[src/rtl/flow_out_demux_if.sv]
// flow_out_demux_if: bundle of the tagged write stream, the length programming
// port and the per-flow read side of flow_out_demux.
//   master : producer/consumer side (drives din/write/cfg/read)
//   slave  : demux side (drives full/dout/empty/done/err_*)
// Signals:
//   din       {tag, payload} write word      write     write strobe
//   full      per-flow full                  cfg_din   {tag, block length}
//   cfg_write length programming strobe      read      per-flow pop strobe
//   dout      per-flow head words (flat)     empty     per-flow empty
//   done      per-flow block complete        err_ovf   per-flow dropped write
//   err_len   per-flow write after done
interface flow_out_demux_if #(
    parameter int FLUX   = 4,
    parameter int DATA_W = 8,
    parameter int LEN_W  = 16
);
    localparam int TAG_W = (FLUX > 1) ? $clog2(FLUX) : 1;

    logic [TAG_W+DATA_W-1:0] din;
    logic                    write;
    logic [FLUX-1:0]         full;
    logic [TAG_W+LEN_W-1:0]  cfg_din;
    logic                    cfg_write;
    logic [FLUX-1:0]         read;
    logic [FLUX*DATA_W-1:0]  dout;
    logic [FLUX-1:0]         empty;
    logic [FLUX-1:0]         done;
    logic [FLUX-1:0]         err_ovf;
    logic [FLUX-1:0]         err_len;

    modport master (
        output din, write, cfg_din, cfg_write, read,
        input  full, dout, empty, done, err_ovf, err_len
    );

    modport slave (
        input  din, write, cfg_din, cfg_write, read,
        output full, dout, empty, done, err_ovf, err_len
    );
endinterface

[src/rtl/flow_out_demux.sv]
// flow_out_demux: receiving end of the tagged multi-flow write interface.
// Each incoming word carries a flow tag in its MSBs and is steered into one of
// FLUX show-ahead FIFOs. Per flow, accepted words are counted against a
// programmed block length to flag completion and length/overflow errors.
// Ports:
//   clk  rising-edge clock
//   rst  asynchronous active-low reset
//   bus  flow_out_demux_if.slave (write stream, cfg, per-flow read side)

// One flow: FIFO, word counter and sticky status flags.
module flow_out_demux_lane #(
    parameter int DATA_W = 8,
    parameter int DEPTH  = 16,
    parameter int LEN_W  = 16
) (
    input  logic              clk,
    input  logic              rst,
    input  logic              wr_hit,   // write strobe with tag == this flow
    input  logic [DATA_W-1:0] wr_data,
    input  logic              rd_req,
    input  logic              cfg_hit,  // cfg strobe with tag == this flow
    input  logic [LEN_W-1:0]  cfg_len,
    output logic [DATA_W-1:0] head,
    output logic              full,
    output logic              empty,
    output logic              done,
    output logic              err_ovf,
    output logic              err_len
);
    localparam int PTR_W = $clog2(DEPTH);
    localparam int CNT_W = PTR_W + 1;

    logic [DATA_W-1:0] mem_q [DEPTH];
    logic [DATA_W-1:0] mem_d [DEPTH];
    logic [PTR_W-1:0]  wptr_q, wptr_d;
    logic [PTR_W-1:0]  rptr_q, rptr_d;
    logic [CNT_W-1:0]  cnt_q, cnt_d;
    logic [LEN_W-1:0]  rx_cnt_q, rx_cnt_d;
    logic [LEN_W-1:0]  len_q, len_d;
    logic              done_q, done_d;
    logic              err_ovf_q, err_ovf_d;
    logic              err_len_q, err_len_d;

    logic              wr_acc;
    logic              rd_acc;
    logic [LEN_W-1:0]  rx_inc;

    // Status comes only from the registered count: no write/read -> full path.
    assign full  = (cnt_q == CNT_W'(DEPTH));
    assign empty = (cnt_q == '0);

    assign wr_acc = wr_hit && !full;
    assign rd_acc = rd_req && !empty;

    // Show-ahead: the head word is visible without a read.
    assign head    = mem_q[rptr_q];
    assign done    = done_q;
    assign err_ovf = err_ovf_q;
    assign err_len = err_len_q;

    // Saturating increment of the received-word counter.
    assign rx_inc = (rx_cnt_q == '1) ? rx_cnt_q : rx_cnt_q + LEN_W'(1);

    always_comb begin
        mem_d     = mem_q;
        wptr_d    = wptr_q;
        rptr_d    = rptr_q;
        cnt_d     = cnt_q;
        rx_cnt_d  = rx_cnt_q;
        len_d     = len_q;
        done_d    = done_q;
        err_ovf_d = err_ovf_q;
        err_len_d = err_len_q;

        if (wr_acc) begin
            mem_d[wptr_q] = wr_data;
            wptr_d        = wptr_q + PTR_W'(1);
        end
        if (rd_acc) begin
            rptr_d = rptr_q + PTR_W'(1);
        end
        case ({wr_acc, rd_acc})
            2'b10:   cnt_d = cnt_q + CNT_W'(1);
            2'b01:   cnt_d = cnt_q - CNT_W'(1);
            default: cnt_d = cnt_q;
        endcase

        // Dropped writes are flagged regardless of cfg activity.
        if (wr_hit && full) begin
            err_ovf_d = 1'b1;
        end

        // Programming restarts the block; it overrides a coincident write's
        // effect on the counter, but the word itself is still stored above.
        if (cfg_hit) begin
            len_d     = cfg_len;
            rx_cnt_d  = '0;
            done_d    = 1'b0;
            err_len_d = 1'b0;
        end else if (wr_acc) begin
            rx_cnt_d = rx_inc;
            if (done_q) begin
                err_len_d = 1'b1;
            end
            // len == 0 is unbounded, so completion never fires.
            if ((len_q != '0) && (rx_inc == len_q)) begin
                done_d = 1'b1;
            end
        end
    end

    // Storage has no reset; contents are unreachable once pointers clear.
    always_ff @(posedge clk) begin
        mem_q <= mem_d;
    end

    always_ff @(posedge clk or negedge rst) begin
        if (!rst) begin
            wptr_q    <= '0;
            rptr_q    <= '0;
            cnt_q     <= '0;
            rx_cnt_q  <= '0;
            len_q     <= '0;
            done_q    <= 1'b0;
            err_ovf_q <= 1'b0;
            err_len_q <= 1'b0;
        end else begin
            wptr_q    <= wptr_d;
            rptr_q    <= rptr_d;
            cnt_q     <= cnt_d;
            rx_cnt_q  <= rx_cnt_d;
            len_q     <= len_d;
            done_q    <= done_d;
            err_ovf_q <= err_ovf_d;
            err_len_q <= err_len_d;
        end
    end
endmodule

module flow_out_demux #(
    parameter int FLUX   = 4,
    parameter int DATA_W = 8,
    parameter int DEPTH  = 16,
    parameter int LEN_W  = 16
) (
    input  logic            clk,
    input  logic            rst,
    flow_out_demux_if.slave bus
);
    localparam int TAG_W = (FLUX > 1) ? $clog2(FLUX) : 1;

    logic [TAG_W-1:0]             wr_tag;
    logic [DATA_W-1:0]            wr_data;
    logic [TAG_W-1:0]             cfg_tag;
    logic [LEN_W-1:0]             cfg_len;

    logic [FLUX-1:0][DATA_W-1:0]  head;
    logic [FLUX-1:0]              full;
    logic [FLUX-1:0]              empty;
    logic [FLUX-1:0]              done;
    logic [FLUX-1:0]              err_ovf;
    logic [FLUX-1:0]              err_len;

    assign wr_tag  = bus.din[TAG_W+DATA_W-1:DATA_W];
    assign wr_data = bus.din[DATA_W-1:0];
    assign cfg_tag = bus.cfg_din[TAG_W+LEN_W-1:LEN_W];
    assign cfg_len = bus.cfg_din[LEN_W-1:0];

    // Tags >= FLUX match no lane, so such words vanish without a flag.
    for (genvar f = 0; f < FLUX; f++) begin : g_lane
        flow_out_demux_lane #(
            .DATA_W (DATA_W),
            .DEPTH  (DEPTH),
            .LEN_W  (LEN_W)
        ) u_lane (
            .clk     (clk),
            .rst     (rst),
            .wr_hit  (bus.write && (wr_tag == TAG_W'(f))),
            .wr_data (wr_data),
            .rd_req  (bus.read[f]),
            .cfg_hit (bus.cfg_write && (cfg_tag == TAG_W'(f))),
            .cfg_len (cfg_len),
            .head    (head[f]),
            .full    (full[f]),
            .empty   (empty[f]),
            .done    (done[f]),
            .err_ovf (err_ovf[f]),
            .err_len (err_len[f])
        );
    end

    assign bus.dout    = head;
    assign bus.full    = full;
    assign bus.empty   = empty;
    assign bus.done    = done;
    assign bus.err_ovf = err_ovf;
    assign bus.err_len = err_len;
endmodule

[src/flat_wrapper.sv]
// flat-port wrapper written by rule: the top's interface ports become plain ports
module flow_out_demux_flat 
#(
    parameter int FLUX   = 4,
    parameter int DATA_W = 8,
    parameter int DEPTH  = 16,
    parameter int LEN_W  = 16
)
  (clk, rst, bus_din, bus_write, bus_cfg_din, bus_cfg_write, bus_read, bus_full, bus_dout, bus_empty, bus_done, bus_err_ovf, bus_err_len);
  flow_out_demux_if #(.FLUX(FLUX), .DATA_W(DATA_W), .LEN_W(LEN_W)) bus_i ();
  input  logic clk;
  input  logic rst;
  input wire logic [$bits(bus_i.din)-1:0] bus_din;
  input wire logic [$bits(bus_i.write)-1:0] bus_write;
  input wire logic [$bits(bus_i.cfg_din)-1:0] bus_cfg_din;
  input wire logic [$bits(bus_i.cfg_write)-1:0] bus_cfg_write;
  input wire logic [$bits(bus_i.read)-1:0] bus_read;
  output wire logic [$bits(bus_i.full)-1:0] bus_full;
  output wire logic [$bits(bus_i.dout)-1:0] bus_dout;
  output wire logic [$bits(bus_i.empty)-1:0] bus_empty;
  output wire logic [$bits(bus_i.done)-1:0] bus_done;
  output wire logic [$bits(bus_i.err_ovf)-1:0] bus_err_ovf;
  output wire logic [$bits(bus_i.err_len)-1:0] bus_err_len;
  assign bus_i.din = bus_din;
  assign bus_i.write = bus_write;
  assign bus_i.cfg_din = bus_cfg_din;
  assign bus_i.cfg_write = bus_cfg_write;
  assign bus_i.read = bus_read;
  assign bus_full = bus_i.full;
  assign bus_dout = bus_i.dout;
  assign bus_empty = bus_i.empty;
  assign bus_done = bus_i.done;
  assign bus_err_ovf = bus_i.err_ovf;
  assign bus_err_len = bus_i.err_len;
  flow_out_demux #(.FLUX(FLUX), .DATA_W(DATA_W), .DEPTH(DEPTH), .LEN_W(LEN_W)) u_core (.clk(clk), .rst(rst), .bus(bus_i));
endmodule
[config.mk]
export PLATFORM = sky130hd
export DESIGN_NAME = flow_out_demux_flat
export DESIGN_NICKNAME = d
export VERILOG_FILES = /design/src/rtl/flow_out_demux_if.sv /design/src/rtl/flow_out_demux.sv /design/src/flat_wrapper.sv
export SDC_FILE = /design/constraint.sdc
export NUM_CORES = 1
export LEC_CHECK = 0
export ABC_AREA = 1
export CAP_MARGIN = 20
export CORE_AREA = 2 2 270 272
export DETAILED_ROUTE_END_ITERATION = 8
export DIE_AREA = 0 0 272 274
export GPL_TIMING_DRIVEN = 0
export PLACE_DENSITY = 0.61
export SYNTH_ARGS = -nofsm -noshare
export SYNTH_HDL_FRONTEND = slang
export SYNTH_HIERARCHICAL = 1
export SYNTH_SLANG_ARGS = --single-unit
[constraint.sdc]
create_clock -name clk -period 3.5 [get_ports clk]
set_input_delay 0.35 -clock clk [delete_from_list [all_inputs] [get_ports clk]]
set_output_delay 0.35 -clock clk [all_outputs]
set_load 0.01 [all_outputs]
==> results.toml, run 1 <==
[grt]
grt_overflow = 0
grt_pass1_wl_mm = 130
antenna_found_initial = 1
grt_pass1_vias = 22600
grt_use_total_pct = 22.7
grt_max_degree = 117

[job]
drv_cap = 0

[drt]
top_layer = "met4"
ant_nets = 0
drt-initial-drc-count = 2302
wire_per_inst_um = 20.4
met1_length_mm = 36.7
vias = 23300
firstDrtPassIters = 6
met2_wirelength_mm = 39.4
vias_per_cell = 5.59
wirelength_mm = 85.1
route.detailed.drc = 0
wl_met3_mm = 6.52

[yosys]
synthDistinctLibCells = 37
ys_seq_elements = 704
netlist_area_sq_mm = 0.0319
syn_area_per_cell_sq_um = 10.7
seq_area_frac_synth_pct = 63.3
syn-num-nets = 3048
ys_warn_count = 6
synthCells = 2968

[layout]
drive_above_1_share_pct = 7.84
n_fill_cell = 6353
layout.nets = 3220
area_delta_synth_final_pct = 15.0
num_antenna_cells = 0
layout_common_cells = "nand2_1, edfxtp_1, nor2_1, o21ai_0, inv_1"
layout_commonest_cell = "nand2_1"

[pwr]
p_sw_share_pct = 34.7
p_comb_share_pct = 31.8
power_density_mw_per_mm2 = 730
clkPwrFrac_pct = 30.5
share_seq_of_total_power_pct = 37.7
p_int_mw = 17.5
vdd_ir_drop_max_v = 0.000449
p_sw_mw = 9.27
leakage_nw = 14.3

[timing]
fin_crit_sh_pct = 98.5
fmax_mhz = 290
finClkSkew_ns = 0.0233
period_minus_slack_ns = 3.45
report.final.slew_viol_count = 0
fin_setup_tns_ns = 0
rsz0062_at_grt = "no"
hold_viol_final = 0
hold_ws_ns = 0.195
final-setup-viol-count = 0
max_slew_margin_pct = 35.8
tightest_slew_ns = 0.959

[cts]
cts.clk_slew.worst_paths_ns = 0.06
cts_buffer_depth = 3
cts_root_buf = "clkbuf_16"
cts_tree = "yes"
insertion_delay_ns = 0.62
cts_max_level = 3
cts-buffers-inserted = 77
cts.sink_count = 704
postCtsSetupBuffers = 0

[setup_path]
crit_fanout = 10
path_cells = "clkbuf_1 > clkbuf_1 > o221ai_1 > nand3_1 > nand2_1 > clkdlybuf4s50_1"
worst_setup_path_end_kind = "output pin"
worst_path_most_repeated_cell = "clkbuf_1"
slowest_stage = "clkbuf_1"
crit_path_end = "bus_dout[17]"
rrSetupSlack_ns = 0.43
crit_type = "reg2out"
crit_start = "u_core/g_lane[2].u_lane/rptr_q[1]"
cp_slowest_stage_delay_ns = 0.58
regToRegEndpoint = "u_core/g_lane[0].u_lane/cnt_q[4]"
worstPathArrival_ns = 3.10
startpoint_type = "flop"
reg2reg_depth = 16
required_ns = 3.15
r2r_start = "u_core/g_lane[0].u_lane/cnt_q[0]"

[floorplan]
die_w_um = 272
core_sq_mm = 0.0720
rows = 99
io-pin-count = 88
die-area_sq_mm = 0.0745
start_util_pct = 44.3
die_h_um = 274

[placed_design]
port_buffers = 87
gp_congestion = 0.919
hpwl_mm = 58.0

[outcome]
run_status = "complete, no violations"

[min_path]
min_path_type = "in2reg"
==> registers in the layout (all words and copies together) (netlist names) <==
signal                         count
u_core/g_lane.u_lane/rx_cnt_q     64
u_core/g_lane.u_lane/err_ovf       4
u_core/g_lane.u_lane/wptr_q       16
u_core/g_lane.u_lane/err_len       4
u_core/g_lane.u_lane/len_q        64
u_core/g_lane.u_lane/rptr_q       16
u_core/g_lane.u_lane/done          4
u_core/g_lane.u_lane/mem_q       512
u_core/g_lane.u_lane/cnt_q        20
==> timing repair <==
| action | CTS | global route |
|---|---|---|
| cloned | 0 | 0 |
| resized for setup | 19 | 27 |
| endpoints found under the hold margin | 76 | 0 |
| endpoints found under the setup margin | 42 | 31 |
| hold buffers | 1 | 0 |
==> worst min path at each step <==
stage / startpoint / endpoint / slack (ns) / cells after the start
4_1_cts: bus_din[0] / u_core/g_lane[0].u_lane/mem_q[56] / 0.16 / 1
6_report: bus_din[0] / u_core/g_lane[0].u_lane/mem_q[56] / 0.19 / 1
2_1_floorplan: rst / u_core/g_lane[0].u_lane/cnt_q[0] / 0.05 / 0
3_3_place_gp: u_core/g_lane[1].u_lane/err_ovf / u_core/g_lane[1].u_lane/err_ovf / 0.45 / 1
3_5_place_dp: rst / u_core/g_lane[0].u_lane/rx_cnt_q[7] / 0.39 / 1
5_1_grt: bus_din[0] / u_core/g_lane[0].u_lane/mem_q[56] / 0.18 / 1
==> power groups by stage <==
| stage | registers (mW) | logic (mW) | clock network [mW] |
|---|---|---|---|
| after floorplan | 10.1 | 5.06 | 0 |
| after global placement | 10.2 | 8.15 | 0 |
| after detailed placement | 10.2 | 8.35 | 0 |
| after CTS | 10.1 | 8.39 | 8.34 |
| after global routing | 10.2 | 9.25 | 8.67 |
| final | 10.1 | 8.50 | 8.17 |
==> area by class of cell <==
cell class / instances / area [sq um] / share of cell area [%]
multi-input cells: 1894 / 10200 / 27.9
repair buffers: 95 / 998 / 2.72
inverters: 240 / 901 / 2.46
plain buffers: 128 / 612 / 1.67
clock buffers: 101 / 2080 / 5.67
clock inverters: 41 / 468 / 1.28
well taps: 959 / 1200 / 3.27
flip-flops and latches: 704 / 20200 / 55.0
==> layer usage <==
layer  vias up  global-route usage, %
li1      10800                      -
met1     11400                   31.2
met2       923                   36.5
met3       143                   3.87
met4         0                   8.42
met5         -                      0
==> per-stage QoR <==
step	util, %	cell area [sq um]	power, mW	instances	worst slack [ns]
after floorplan	-	31900	15.2	2968	1.23
after global placement	47.2	33900	18.4	4014	-6.84
after detailed placement	47.3	34100	18.6	4021	-0.690
after CTS	50.9	36600	26.8	4162	0.0109
after global routing	50.9	36700	28.1	4162	0.000962
final	50.9	36700	26.8	4162	0.0529
==> kinds of logic after synthesis <==
family	Yosys count	share of synthesized area, %
adder cells (fa/ha/maj)	44	1.82
XOR/XNOR	59	1.62
flip-flops	704	63.3
buffers and inverters	370	4.62
multiplexers	104	3.27
AND/OR/NAND/NOR	1224	16.3
AO/OA/AOI/OAI	463	9.05
==> worst max-delay path, delay by kind of cell (launching register included) <==
family	cells	cell delay [ns]
buffers and inverters	3	1.45
flip-flops	1	0.39
AO/OA/AOI/OAI	1	0.37
AND/OR/NAND/NOR	2	0.28
==> synth_stat cells <==
master	instances	share of area, %
dfrtp_1	192	15
o21ai_1	6	0.094
a21oi_2	3	0.082
xnor2_1	7	0.19
o22ai_1	19	0.37
nand3_1	199	3.1
or2_2	1	0.020
a31o_2	4	0.11
o21ai_2	3	0.082
nand4_1	48	0.94
xor2_1	52	1.4
nor2_4	7	0.25
nand2_2	13	0.26
mux2i_1	104	3.3
a211oi_1	1	0.024
o211ai_1	18	0.42
o221ai_1	104	2.9
inv_2	4	0.047
a21oi_1	22	0.35
nor2_1	366	4.3
clkinv_1	8	0.094
inv_1	228	2.7
nor2_2	18	0.35
o32ai_1	18	0.49
buf_2	18	0.28
fa_1	4	0.25
buf_1	10	0.12
a31oi_1	1	0.020
nand2_4	4	0.14
ha_1	40	1.6
clkbuf_1	94	1.1
nor3_1	6	0.094
edfxtp_1	512	48
nand2_1	552	6.5
buf_6	8	0.28
o21ai_0	264	4.1
nand3_2	10	0.31
Power figures use the tool's default switching activity.
==> run 2, diff against run 1 <==
Settings changed: CELL_PAD_IN_SITES_DETAIL_PLACEMENT from default to 0, CELL_PAD_IN_SITES_GLOBAL_PLACEMENT from default to 1, PLACE_DENSITY 0.61 to 0.73, SETUP_SLACK_MARGIN from default to 0.15.
==> results.toml, run 2 (synthesized netlist as in run 1, its figures left out) <==
[outcome]
run_status = "complete, no violations"

[drt]
drt-initial-drc-count = 2010
wirelength_mm = 85.7
ant_nets = 0
vias_per_cell = 5.53
wire_per_inst_um = 20.6
route.detailed.drc = 0
vias = 23000
firstDrtPassIters = 6

[timing]
report.final.slew_viol_count = 0
finClkSkew_ns = 0.0239
final-setup-viol-count = 0
hold_viol_final = 0
fin_crit_sh_pct = 93.5
hold_ws_ns = 0.193
fmax_mhz = 306
max_slew_margin_pct = 31.6
rsz0062_at_grt = "yes"
setup_ws_ns = 0.228
tightest_slew_ns = 1.02
period_minus_slack_ns = 3.27

[grt]
grt_use_met1_pct = 30.9
grt.busiest_layer = "met2"
grt.met3_usage_pct = 3.05
antenna_found_initial = 0
grt_pass1_vias = 22400
grt_util_met2_pct = 38.4
grt_use_total_pct = 22.8
grt_overflow = 0
grt_pass1_wl_mm = 131
grt_max_degree = 98

[setup_path]
cp_slowest_stage_delay_ns = 0.64
startpoint_type = "primary input"
cp_num_cells = 8
slowest_stage = "nor2_1"
r2r_start = "u_core/g_lane[0].u_lane/cnt_q[0]"
path_cells = "clkdlybuf4s50_1 > inv_1 > nor2_1 > nand2_1 > inv_1 > buf_2 > nand2_1 > nor2_1"
worst_setup_path_end_kind = "flop"
cp_num_buf_inv = 4
required_ns = 3.75
crit_fanout = 10
worstPathArrival_ns = 3.53
reg2reg_depth = 9
path_delay_family = "simple AND/OR/NAND/NOR gates"
crit_start = "bus_din[8]"
crit_type = "in2reg"

[layout]
num_antenna_cells = 0
largest_reg_flops = 512
layout.nets = 3222
drive_above_1_share_pct = 8.68
design_area_sq_mm = 0.0368
n_fill_cell = 6296
largestRegisters = "u_core/g_lane.u_lane/mem_q (512), u_core/g_lane.u_lane/len_q (64), u_core/g_lane.u_lane/rx_cnt_q (64)"
layout_commonest_cell = "nand2_1"
layout_common_cells = "nand2_1, edfxtp_1, nor2_1, o21ai_0, inv_1"
area_delta_synth_final_pct = 15.4
top_register = "u_core/g_lane.u_lane/mem_q"

[cts]
cts.clk_slew.worst_paths_ns = 0.06
cts.sink_count = 704
cts_root_buf = "clkbuf_16"
cts_tree = "yes"
cts_max_level = 3
postCtsSetupBuffers = 0
insertion_delay_ns = 0.64
cts-buffers-inserted = 75
cts_buffer_depth = 3

[placed_design]
port_buffers = 87
hpwl_mm = 59.0
post_dp_cell_area_sq_mm = 0.0341
gp_congestion = 0.925
place_ws_ns = -0.521

[floorplan]
start_util_pct = 44.3
die-area_sq_mm = 0.0745
core_sq_mm = 0.0720
io-pin-count = 88
die_h_um = 274
die_w_um = 272
rows = 99

[pwr]
leakage_nw = 14.4
vdd_ir_drop_max_v = 0.000508
power_density_mw_per_mm2 = 725

[min_path]
min_path_type = "in2reg"
holdPathStages = 1
min_from = "bus_din[0]"

[job]
drv_cap = 0
run 2: changes by cell type in the layout (fill, tap and decap cells not counted), moves of 2 or more:
cell and change:
nor2_1 -11, nor2_2 +11, clkinv_2 +2, o32ai_2 +4
clkinv_1 -3, buf_4 +4, clkbuf_16 -3, clkbuf_8 +5
inv_16 +2, o32ai_1 -4, buf_12 +2, bufinv_16 -2
buf_1 -2, clkbuf_1 -6
run 2: final cells by class:
| type | count | area (sq um) | share of cell area [%] |
|---|---|---|---|
| multi-input cells | 1894 | 10300 | 28.0 |
| repair buffers | 97 | 1030 | 2.81 |
| clock buffers | 98 | 2050 | 5.59 |
| well taps | 959 | 1200 | 3.26 |
| clock inverters | 40 | 469 | 1.28 |
| inverters | 240 | 901 | 2.45 |
| flip-flops and latches | 704 | 20200 | 54.9 |
| plain buffers | 130 | 643 | 1.75 |
run 2: worst register-to-register path: stages (launching register included):
cell	delay, ns
dfrtp_1	0.39
inv_1	0.10
nand3_1	0.14
inv_1	0.07
nand2_1	0.08
nand2_1	0.28
inv_1	0.15
buf_2	0.25
nand2_1	0.23
nor2_1	0.83
run 2: where the power goes:
part / leakage [nW] / internal [mW] / switching, mW
Sequential: 7.05 / 9.61 / 0.451
Combinational: 6.07 / 3.07 / 5.44
Clock: 1.24 / 4.71 / 3.36
Total: 14.4 / 17.4 / 9.25
run 2: routing by layer:
| metal | part of all wire [%] | vias up |
|---|---|---|
| met1 | 44 | 11400 |
| met4 | 2.1 | 0 |
| met5 | 0 | - |
| met3 | 6.0 | 117 |
| met2 | 48 | 720 |
| li1 | - | 10800 |
run 2: through the flow:
step                      util [%]  power, mW  cells  setup TNS, ns
after CTS                     51.0       26.7   4162              0
after global routing          51.1       28.0   4162              0
final                         51.1       26.6   4162              0
after floorplan                  -       15.2   2968              0
after detailed placement      47.4       18.5   4023         -70.44
after global placement        47.2       18.3   4014       -1381.90
run 2: what timing repair did:
item,in CTS,in global routing
gates resized for setup,34,39
hold endpoints to repair,95,0
setup endpoints to repair,40,141
hold buffers,1,0
run 2: final timing paths:
kind	endpoint	slack (ns)
worst max-delay path	u_core/g_lane[1].u_lane/mem_q[4]	0.23
max in group asynchronous	u_core/g_lane[2].u_lane/rx_cnt_q[5]	2.10
worst min-delay path	u_core/g_lane[2].u_lane/mem_q[48]	0.19
worst max register to register	u_core/g_lane[0].u_lane/mem_q[83]	0.59
worst min register to register	u_core/g_lane[3].u_lane/err_ovf	0.47
min in group asynchronous	u_core/g_lane[1].u_lane/rptr_q[2]	0.32
==> run 3, diff against run 2 <==
Settings changed: REMOVE_ABC_BUFFERS from default to 1.
Clock period 3.5 ns to 3.11 ns, I/O delays scaled along.
==> results.toml, run 3 (synthesized netlist as in run 1, its figures left out) <==
[outcome]
run_status = "complete, no violations"

[layout]
num_antenna_cells = 0
largestRegisters = "u_core/g_lane.u_lane/mem_q (512), u_core/g_lane.u_lane/len_q (64), u_core/g_lane.u_lane/rx_cnt_q (64)"
postLayoutCoreUtil_pct = 51.7
drive_above_1_share_pct = 11.1
layout_commonest_cell = "nand2_1"
fin_cells = 4086
design_area_sq_mm = 0.0372
largest_reg_flops = 512
layout_common_cells = "nand2_1, edfxtp_1, nor2_1, o21ai_0, inv_1"
top_register = "u_core/g_lane.u_lane/mem_q"
layout.nets = 3143
area_delta_synth_final_pct = 16.8

[cts]
cts.clk_slew.worst_paths_ns = 0.06
cts-buffers-inserted = 78
cts_root_buf = "clkbuf_16"
cts_buffer_depth = 3
cts.sink_count = 704
cts_tree = "yes"
cts_max_level = 3
insertion_delay_ns = 0.63

[grt]
grt_use_total_pct = 21.6
grt_max_degree = 70
grt_overflow = 0
antenna_found_initial = 0
grt_pass1_vias = 22100
grt_pass1_wl_mm = 125

[floorplan]
die_h_um = 274
start_util_pct = 44.3
core_sq_mm = 0.0720
die-area_sq_mm = 0.0745
io-pin-count = 88
rows = 99
die_w_um = 272

[pwr]
leakage_nw = 14.5
p_sw_share_pct = 34.3
power_density_mw_per_mm2 = 813
share_seq_of_total_power_pct = 39.1
p_int_mw = 19.9
p_sw_mw = 10.4
p_total_mw = 30.3
p_comb_share_pct = 31.1
clkPwrFrac_pct = 29.8
vdd_ir_drop_max_v = 0.000411

[timing]
max_slew_margin_pct = 43.0
fmax_mhz = 339
report.final.slew_viol_count = 0
setup_ws_ns = 0.157
tightest_slew_ns = 0.855
final-setup-viol-count = 0
period_minus_slack_ns = 2.95
fin_crit_sh_pct = 95.0
fin_setup_tns_ns = 0
hold_viol_final = 0
rsz0062_at_grt = "yes"
hold_ws_ns = 0.106
finClkSkew_ns = 0.0319

[placed_design]
dp_cells = 3909
place_ws_ns = -1.36
port_buffers = 87
hpwl_mm = 51.6
gp_congestion = 0.829
post_dp_cell_area_sq_mm = 0.0339

[setup_path]
required_ns = 2.80
reg2reg_depth = 8
path_cells = "clkinvlp_4 > clkbuf_16 > nor2_1 > o32ai_2 > o211ai_1 > nand2_1 > dlygate4sd2_1"
crit_type = "reg2out"
startpoint_type = "flop"
slowest_stage = "dfrtp_4"
cp_slowest_stage_delay_ns = 0.50
crit_fanout = 11
path_delay_family = "buffers and inverters"
worstPathArrival_ns = 2.64
worst_setup_path_end_kind = "output pin"
cp_num_buf_inv = 3
cp_num_cells = 7

[drt]
vias_per_cell = 5.46
vias = 22300
firstDrtPassIters = 5
drt-initial-drc-count = 1913
wirelength_mm = 80.9
ant_nets = 0
route.detailed.drc = 0
wire_per_inst_um = 19.8

[job]
drv_cap = 0

[min_path]
holdPathStages = 1
min_path_type = "in2reg"
[run 3: power groups by stage]
stage / clock network, mW / logic (mW) / registers [mW]
after floorplan: 0 / 4.65 / 12.2
after global placement: 0 / 7.29 / 12.7
after detailed placement: 0 / 8.32 / 12.2
after CTS: 9.24 / 9.25 / 11.8
after global routing: 9.61 / 10.4 / 12.0
final: 9.02 / 9.43 / 11.8
[run 3: timing repair]
action                                  in CTS  in global routing
endpoints found under the setup margin     399                292
gates cloned                                 4                  3
hold buffers                                 1                  0
setup buffers                               21                  4
resized for setup                          106                 35
pin swaps                                   14                  5
hold endpoints to repair                    56                  0
[run 3: area by class of cell]
cell class,instances,area [sq um]
Fill cell,6326,34700
Sequential cell,704,20200
Multi-Input combinational cell,1894,10500
Clock buffer,110,2190
Timing Repair Buffer,144,1840
Tap cell,959,1200
Inverter,240,941
Clock inverter,34,335
Timing Repair inverter,1,5.00
[run 3: metal layers]
layer,track usage (%),routed length [um],vias to the layer above
met5,0,0,-
met4,5.91,1450,0
met3,2.78,4130,98
met2,37.0,39900,593
met1,29.1,35400,11000
li1,-,-,10600
[run 3: path summary, 6_finish.rpt]
kind | from | to | slack [ns]
worst max-delay path | u_core/g_lane[1].u_lane/rptr_q[0] | bus_dout[13] | 0.16
worst min-delay path | bus_din[3] | u_core/g_lane[2].u_lane/mem_q[67] | 0.11
worst max register to register | u_core/g_lane[3].u_lane/cnt_q[0] | u_core/g_lane[3].u_lane/mem_q[64] | 0.37
worst min register to register | u_core/g_lane[1].u_lane/err_ovf | u_core/g_lane[1].u_lane/err_ovf | 0.47
max in group asynchronous | rst | u_core/g_lane[2].u_lane/rptr_q[1] | 1.74
min in group asynchronous | rst | u_core/g_lane[1].u_lane/len_q[13] | 0.21
==> patch (settings of run 3) <==
Reset style: synchronous (`rst`), changed in one clocked block. Comments in the files are not updated.
--- a/src/rtl/flow_out_demux.sv
+++ b/src/rtl/flow_out_demux.sv
@@ -116,3 +116,3 @@
 
-    always_ff @(posedge clk or negedge rst) begin
+    always_ff @(posedge clk) begin
         if (!rst) begin
Function: differs if rst is asserted again (counterexample within 4 cycles, from zero or initial values and one cycle with rst low); with rst held inactive, the same outputs for 4 cycles.
==> patch against run 3 <==
Synthesized cell count grew 6.6%. Total power is 10% lower. Critical path type unchanged. Worst setup slack gained 54 ps. Core utilization down 0.58 points. Global-route usage up 0.74 points. Clock power grew 2.3%. Area after synthesis fell by 1.8%. Non-clock buffer count grew 25. Wire length rose by 3.8%. Sequential cell count unchanged. Design area down 1.1%. Cell count rose by 5.3%.
==> patch: results (changes against run 3) <==
The post-synthesis compound-gate area fraction is 0.1393 (+0.04874). The setup slack on the worst flop-to-flop path came to 470 ps (+100 ps). The half-perimeter wire length after detailed placement came to 52,460 um (+1.6%). The maximum cell stage delay along the critical path came out at 530 ps (+30 ps). The buffering overhead came out at 0.05276 (+0.003409). The worst max-slew margin expressed relative to the limit came out at 0.3216 (-0.1081). By area the synthesized netlist is led by sky130_fd_sc_hd__edfxtp_1 49%, sky130_fd_sc_hd__dfxtp_1 12%, sky130_fd_sc_hd__o21ai_0 6.8%, sky130_fd_sc_hd__nor2_1 5.9%, sky130_fd_sc_hd__nand2_1 4.8%. The share of cell area taken by muxes after synthesis is 0 (-0.03266). The power dissipated in combinational cells is 7.12 mW (-24%). The areal power density over the cells came to 736.2 mW/mm^2 (-9.5%). The average detailed-routed wire length per instance is 19.51 um (-1.4%). The average via count per standard cell came out at 5.424 (-0.63%). The power dissipated by switching net loads is 8.433 mW (-19%). The post-synthesis adder-cell area fraction is 0.01855 (+0.0003320).

The via count of the first global-routing pass is 22.65k (+2.3%). The DRC violation total after the first TritonRoute iteration came out at 1,966 (+2.8%). The share of synthesized area occupied by flip-flops and latches was 0.6140 (-0.01916). The maximum resistive drop on vdd is 436.5 uV (+6.2%).

The first-pass GRT wire length is 128,900 um (+2.8%). The share of cells above drive strength 1 is 0.1080 (-0.002662). The worst clock skew came out at 17.58 ps (-14.37 ps). The flow ran to the end, and the final reports show no timing, DRC or antenna violations. The area fraction of clock buffers and clock inverters came to 0.06945 (+0.001512).

The first-pass detailed-route iteration total was 8 (+3). The post-layout net count is 3,359 (+6.9%). The count of multi-input combinational gates came out at 2,008 (+6.0%).

The number of non-clock inverters came out at 320 (+33%). The slowest cell on the critical path is sky130_fd_sc_hd__clkdlybuf4s50_1. The maximum fanout along the worst path came out at 24 (+13). In the synthesized netlist, the cells that appear most often are 512 x sky130_fd_sc_hd__edfxtp_1, 492 x sky130_fd_sc_hd__nor2_1, 424 x sky130_fd_sc_hd__o21ai_0, 400 x sky130_fd_sc_hd__nand2_1, 308 x sky130_fd_sc_hd__inv_1. The number of filler cells placed in the layout came out at 6,416 (+1.4%). The number of non-clock buffers is 169 (+17%).

The number of distinct library cell variants in the gate-level netlist after synthesis came out at 33 (-11%). The async set or reset register ratio after synthesis came out at 0 (-0.2727).
## patch: changes by cell type after synthesis, sizes merged, moves of 38 or more
| cell | change |
|---|---|
| inv | +80 |
| a21oi | +135 |
| o21ai | +155 |
| nand2 | -149 |
| nor2 | +125 |
| clkbuf | +38 |
| dfrtp | -192 |
| nand3 | -42 |
| mux2i | -104 |
| dfxtp | +192 |
## patch: what timing repair did
item                       CTS  global route
gates cloned                 9             3
setup endpoints to repair  566           211
gates resized for setup    110            25
pin swaps                   26             9
setup buffers               41            11
## patch: stage by stage
stage	instance area (um^2)	util	std cells	setup slack (ps)
3_3_place_gp	32830	0.4561	4074	-3498
6_report	36830	0.5117	4302	210.4
5_1_grt	36830	0.5117	4302	148.8
4_1_cts	36580	0.5083	4288	66.86
2_1_floorplan	30750	-	3028	-25.99
3_5_place_dp	33270	0.4623	4096	-1733
## patch: path summary, 6_finish.rpt
check | endpoint | cells past startpoint | from
setup reg to reg | u_core/g_lane[1].u_lane/cnt_q[4] | 13 | u_core/g_lane[1].u_lane/cnt_q[3]
hold reg to reg | u_core/g_lane[2].u_lane/err_ovf | 2 | u_core/g_lane[2].u_lane/err_ovf
setup / recovery | bus_dout[30] | 7 | u_core/g_lane[3].u_lane/rptr_q[0]
hold / removal | u_core/g_lane[2].u_lane/mem_q[116] | 1 | bus_din[4]
## patch: logic make-up after synthesis
group | Yosys count
flip-flops | 704
buffers and inverters | 453
AO/OA/AOI/OAI | 761
adder cells (fa/ha/maj) | 44
XOR/XNOR | 48
AND/OR/NAND/NOR | 1155
## patch: routing by layer
metal	global-route usage	routed length [um]	up-vias
met5	0	0	-
met4	0.07114	2102	0
met3	0.02785	4648	124
met2	0.3853	41080	665
met1	0.2939	36100	11250
li1	-	-	11300
